==> config.mk <==
export PLATFORM = sky130hd
export DESIGN_NAME = imm_encoder
export DESIGN_NICKNAME = d
export VERILOG_FILES = /design/src/rtl/imm_encoder_pkg.sv /design/src/rtl/imm_encoder_iw_formatter.sv /design/src/rtl/imm_encoder.sv
export SDC_FILE = /design/constraint.sdc
export NUM_CORES = 1
export LEC_CHECK = 0
export BUFFER_PORTS_ARGS = -buffer_cell sky130_fd_sc_hd__buf_2
export CAP_MARGIN = 20
export CORE_UTILIZATION = 50
export CTS_CLUSTER_SIZE = 24
export DETAILED_ROUTE_END_ITERATION = 6
export GPL_TIMING_DRIVEN = 0
export PLACE_DENSITY = 0.78
export SYNTH_ARGS = -nofsm -noshare
export SYNTH_HDL_FRONTEND = slang
export SYNTH_SLANG_ARGS = --single-unit
export TNS_END_PERCENT = 50
==> constraint.sdc <==
create_clock -name CLK -period 3.1 [get_ports CLK]
set_clock_uncertainty 0.15 [all_clocks]
set_input_delay 0.31 -clock CLK [delete_from_list [all_inputs] [get_ports CLK]]
set_output_delay 0.31 -clock CLK [all_outputs]
set_load 0.05 [all_outputs]
==> src/rtl/imm_encoder_pkg.sv <==
// Shared processor package: immediate-type control codes, IW-type instruction
// layout and the constant-materialisation FSM states.
package imm_encoder_pkg;

  typedef enum logic [2:0] {
    IMM_CTRL_NONE = 3'd0,
    IMM_CTRL_I    = 3'd1,
    IMM_CTRL_S    = 3'd2,
    IMM_CTRL_B    = 3'd3,
    IMM_CTRL_IW   = 3'd4
  } imm_ctrl_e;

  typedef enum logic {
    ST_IDLE = 1'b0,
    ST_EMIT = 1'b1
  } enc_state_e;

  localparam logic [8:0] OP_MOVZ = 9'b110100101;
  localparam logic [8:0] OP_MOVK = 9'b111100101;

  // IW-type word: [31:23] opcode, [22:21] hw, [20:5] imm16, [4:0] rd
  localparam int IW_OP_LSB  = 23;
  localparam int IW_OP_W    = 9;
  localparam int IW_HW_LSB  = 21;
  localparam int IW_HW_W    = 2;
  localparam int IW_IMM_LSB = 5;
  localparam int IW_IMM_W   = 16;
  localparam int IW_RD_LSB  = 0;
  localparam int IW_RD_W    = 5;

  function automatic logic [1:0] lowest_hw(input logic [3:0] m);
    if (m[0])      return 2'd0;
    else if (m[1]) return 2'd1;
    else if (m[2]) return 2'd2;
    else if (m[3]) return 2'd3;
    else           return 2'd0;
  endfunction

endpackage

==> src/rtl/imm_encoder_iw_formatter.sv <==
// Combinational packer for one IW-type MOVZ/MOVK instruction word.
module iw_formatter
  import imm_encoder_pkg::*;
(
  input  logic        movk,
  input  logic [1:0]  hw,
  input  logic [15:0] imm,
  input  logic [4:0]  rd,
  output logic [31:0] word
);

  always_comb begin
    word = '0;
    word[IW_OP_LSB  +: IW_OP_W]  = movk ? OP_MOVK : OP_MOVZ;
    word[IW_HW_LSB  +: IW_HW_W]  = hw;
    word[IW_IMM_LSB +: IW_IMM_W] = imm;
    word[IW_RD_LSB  +: IW_RD_W]  = rd;
  end

endmodule

==> src/rtl/imm_encoder.sv <==
// Expands a 64-bit constant into a MOVZ + up to three MOVK words, one word per
// accepted output handshake, lowest halfword first.
module imm_encoder
  import imm_encoder_pkg::*;
#(
  parameter int SKIP_ZERO = 1
) (
  input  logic        CLK,
  input  logic        Reset,
  input  logic        InValid,
  output logic        InReady,
  input  logic [63:0] InConst,
  input  logic [4:0]  InRd,
  output logic        OutValid,
  input  logic        OutReady,
  output logic [31:0] OutInstr,
  output logic        OutLast,
  output logic        Busy
);

  enc_state_e  state, state_nxt;
  logic [3:0]  mask_p0;
  logic [63:0] cnst_p0;
  logic [4:0]  rd_p0;
  logic        movk_p0;

  logic [3:0]  mask_init;
  logic [1:0]  hw_cur;
  logic [15:0] imm_cur;
  logic        last_cur;
  logic        accept, take;
  logic [31:0] word;

  // A zero constant still needs one MOVZ hw0 to clear the register.
  always_comb begin
    mask_init = '0;
    for (int i = 0; i < 4; i++)
      mask_init[i] = (SKIP_ZERO == 0) || (InConst[16*i +: 16] != 16'h0);
    if (mask_init == 4'b0000)
      mask_init = 4'b0001;
  end

  assign hw_cur   = lowest_hw(mask_p0);
  assign imm_cur  = cnst_p0[{hw_cur, 4'b0000} +: 16];
  assign last_cur = (mask_p0 & ~(4'b0001 << hw_cur)) == 4'b0000;

  assign Busy     = (state == ST_EMIT);
  assign InReady  = (state == ST_IDLE);
  assign OutValid = Busy;
  assign OutLast  = Busy && last_cur;
  assign OutInstr = Busy ? word : 32'h0;

  assign accept = InValid && InReady;
  assign take   = OutValid && OutReady;

  iw_formatter u_fmt (
    .movk (movk_p0),
    .hw   (hw_cur),
    .imm  (imm_cur),
    .rd   (rd_p0),
    .word (word)
  );

  always_ff @(posedge CLK or posedge Reset) begin
    if (Reset) state <= ST_IDLE;
    else       state <= state_nxt;
  end

  always_comb begin
    state_nxt = state;
    case (state)
      ST_IDLE: if (accept)           state_nxt = ST_EMIT;
      ST_EMIT: if (take && last_cur) state_nxt = ST_IDLE;
      default:                       state_nxt = ST_IDLE;
    endcase
  end

  // Stage p0: captured request and pending-halfword mask
  always_ff @(posedge CLK or posedge Reset) begin
    if (Reset) begin
      mask_p0 <= '0;
      cnst_p0 <= '0;
      rd_p0   <= '0;
      movk_p0 <= 1'b0;
    end else if (accept) begin
      mask_p0 <= mask_init;
      cnst_p0 <= InConst;
      rd_p0   <= InRd;
      movk_p0 <= 1'b0;
    end else if (take) begin
      mask_p0 <= mask_p0 & ~(4'b0001 << hw_cur);
      movk_p0 <= 1'b1;
    end
  end

endmodule

==> flow_summary.ini <==
[finish]
layout.nets = 618
stdcell_count = 645
mostFrequentLayoutCells = nand2_1 (214), buf_2 (116), dfrtp_1 (75)
regArea_sq_mm = 0.00188
drive_gt1_share_pct = 27.1
antennaDiodeCount = 0
layout_commonest_cell = nand2_1
n_fill_cell = 609
multiInputGateArea_sq_mm = 0.00153
syn_to_final_growth_pct = 25.0

[routing]
drt.antenna.violating_nets = 0
wl_per_cell_um = 15.3
drt_wl_total_mm = 9.88
drt-pass1-iter-count = 5
vias = 3452
drc = 0
drt_iter0_drc = 250
vias_per_cell = 5.35

[timing]
hold_violations = 0
tightest_slew_ns = 0.569
post-route-min-period_ns = 2.72
setup_tns_ns = 0
max_freq_mhz = 367
fin_crit_sh_pct = 87.8
max_slew_margin_pct = 62.1
setup_viol = 0
rsz0062_at_grt = no
slew_viol_final = 0

[clock_network]
cts_tree = built
numCtsBuffers = 9
clkLatencyLatePin_ns = 0.35
cts_buffer_depth = 2
numClockSinks = 75
htreeDepth = 3
clkTransAtPathRegs_ns = 0.08
cts_resized = 0
clock-root-buffer = clkbuf_8

[yosys]
ys.warnings.count = 0
synth-edff-count = 0
yosysSeqAreaShare_pct = 52.1
synth_area_leader_cell = dfrtp_1
netlist_instances = 423
synth_flop_cell = dfrtp_1
ys_types = 31
avgSynthCellArea_sq_um = 8.52
async_reset_ff_share_pct = 100
synth_area_sq_mm = 0.00360
yosysTopAreaCellShare_pct = 52.1
ys_seq_elements = 75
synthTopCellsByArea = dfrtp_1 (52%), nand2_1 (22%), mux2i_1 (4.4%)

[place]
place_congestion = 0.866
dp.cells = 627
hpwl_mm = 7.36
portBuffers = 105

[die]
fp.dieArea_sq_mm = 0.00755
ios = 109
die_w_um = 86.9
row_count = 30
die-height_um = 86.9
core_area_sq_mm = 0.00687
start_util_pct = 52.5

[status]
status = finished, final reports clean

[setup_path]
worstSetupStartpointType = flop
cp.required_ns = 2.64
path_cells = nand2b_4, nor3_4, buf_2, a22oi_1, o22ai_1, buf_2
crit_buf_inv = 2
worst-path-max-fanout = 10
slowest_stage = dfrtp_1
ff2ff_setup_slack_ns = 1.15
path_common_cell = buf_2
critical-path-top-delay-family = buffers and inverters
path_class = flop to primary output
r2r-end = cnst_p0[32]
r2r_cells = 5
cpPeakStageDelay_ns = 0.43
endpoint_kind = primary output
cp.arrival_ns = 2.26
r2r-start = Busy

[pwr]
powerDensity_mw_per_mm2 = 1230
finalPower_mw = 5.56
ir_worst_vdd_uv = 1340
p_leak_nw = 2.41

[global_routing]
grt_pass1_vias = 3274
grtUsageTotal_pct = 28.3
overflow = 0
antenna_found_initial = 0
grt_max_degree = 44
grt_pass1_wl_mm = 15.9

[worst_hold_path]
hold_end = rd_p0[3]
worstHoldStart = InRd[3]
holdCritPathClass = primary input to flop
min_path_cells = 3

[job]
maxCapViolCount = 0
routing by layer:
layer	track usage [%]	routed length (um)
met3	5.21	761
met4	9.85	180
met2	45.2	4670
met1	38.8	4270
met5	0	0
how the worst max path moves through the flow:
stage                     startpoint            to  slack (ns)  cells after the start
after floorplan                 Busy  OutInstr[13]        0.15                      3
after global placement         Reset   cnst_p0[42]       -0.11                      2
after detailed placement  mask_p0[2]  OutInstr[20]        0.81                      6
after CTS                 mask_p0[2]  OutInstr[20]        0.43                      6
after global routing            Busy  OutInstr[20]        0.29                      4
final                     mask_p0[2]  OutInstr[20]        0.38                      6
power breakdown:
| group | total, mW | switching [mW] | internal [mW] | leakage (nW) |
|---|---|---|---|---|
| clock network | 0.765 | 0.353 | 0.411 | 0.0995 |
| registers | 1.75 | 0.316 | 1.44 | 0.929 |
| logic | 3.04 | 2.14 | 0.896 | 1.38 |
| total | 5.56 | 2.81 | 2.74 | 2.41 |
worst reg2reg max path: cells and delay by family, from the launching register on:
kind / cells / cell delay [ns]
DFF: 1 / 0.52
and+or+nand+nor: 3 / 0.38
buffers and inverters: 2 / 0.86
repair_timing:
| action | 4_1_cts | 5_1_grt |
|---|---|---|
| endpoints found under the hold margin | 34 | 0 |
| buffers inserted | 0 | 0 |
| hold buffers | 3 | 0 |
logic make-up (layout without fill, tap and decap cells):
group           Yosys count  in the layout  synth area share (%)
simple gates            250            250                  28.8
flops                    75             75                  52.1
other cells               1              3                 0.104
fa+ha+maj                 1              1                 0.278
mux                      16             16                  4.44
compound gates           44             44                  8.61
buf+inv                  36            160                  5.66
stage by stage:
| stage | cell area [sq um] | utilization [%] | worst slack [ns] | hold WS (ns) |
|---|---|---|---|---|
| 3_3_place_gp | 4260 | 62.0 | -0.109 | 0.300 |
| 4_1_cts | 4500 | 65.6 | 0.428 | 0.00116 |
| 6_report | 4500 | 65.6 | 0.379 | 0.00502 |
| 5_1_grt | 4500 | 65.6 | 0.290 | 0.0108 |
| 3_5_place_dp | 4280 | 62.3 | 0.815 | 0.196 |
| 2_1_floorplan | 3610 | - | 0.149 | 0.263 |
cells in the mapped netlist, drive strengths merged (2+ instances only):
master / number
a31oi: 2
a22o: 2
o21ai: 4
and2: 9
inv: 2
nand4: 3
nor4: 16
nand2: 214
a22oi: 16
nand2b: 2
dfrtp: 75
nor2: 3
clkbuf: 11
mux2i: 16
o22ai: 17
buf: 22
registers in the layout, indices dropped and copies added (netlist names):
| name | count |
|---|---|
| mask_p0 | 4 |
| cnst_p0 | 64 |
| Busy | 1 |
| movk_p0 | 1 |
| rd_p0 | 5 |
cell type report:
type	count	share of cell area, %
Tap cell	96	2.67
Clock inverter	2	0.778
Sequential cell	75	41.7
Clock buffer	13	3.53
Buffer	33	4.28
Multi-Input combinational cell	314	34.0
Inverter	3	0.306
Timing Repair Buffer	109	12.8
(Power assumes the default switching activity.)
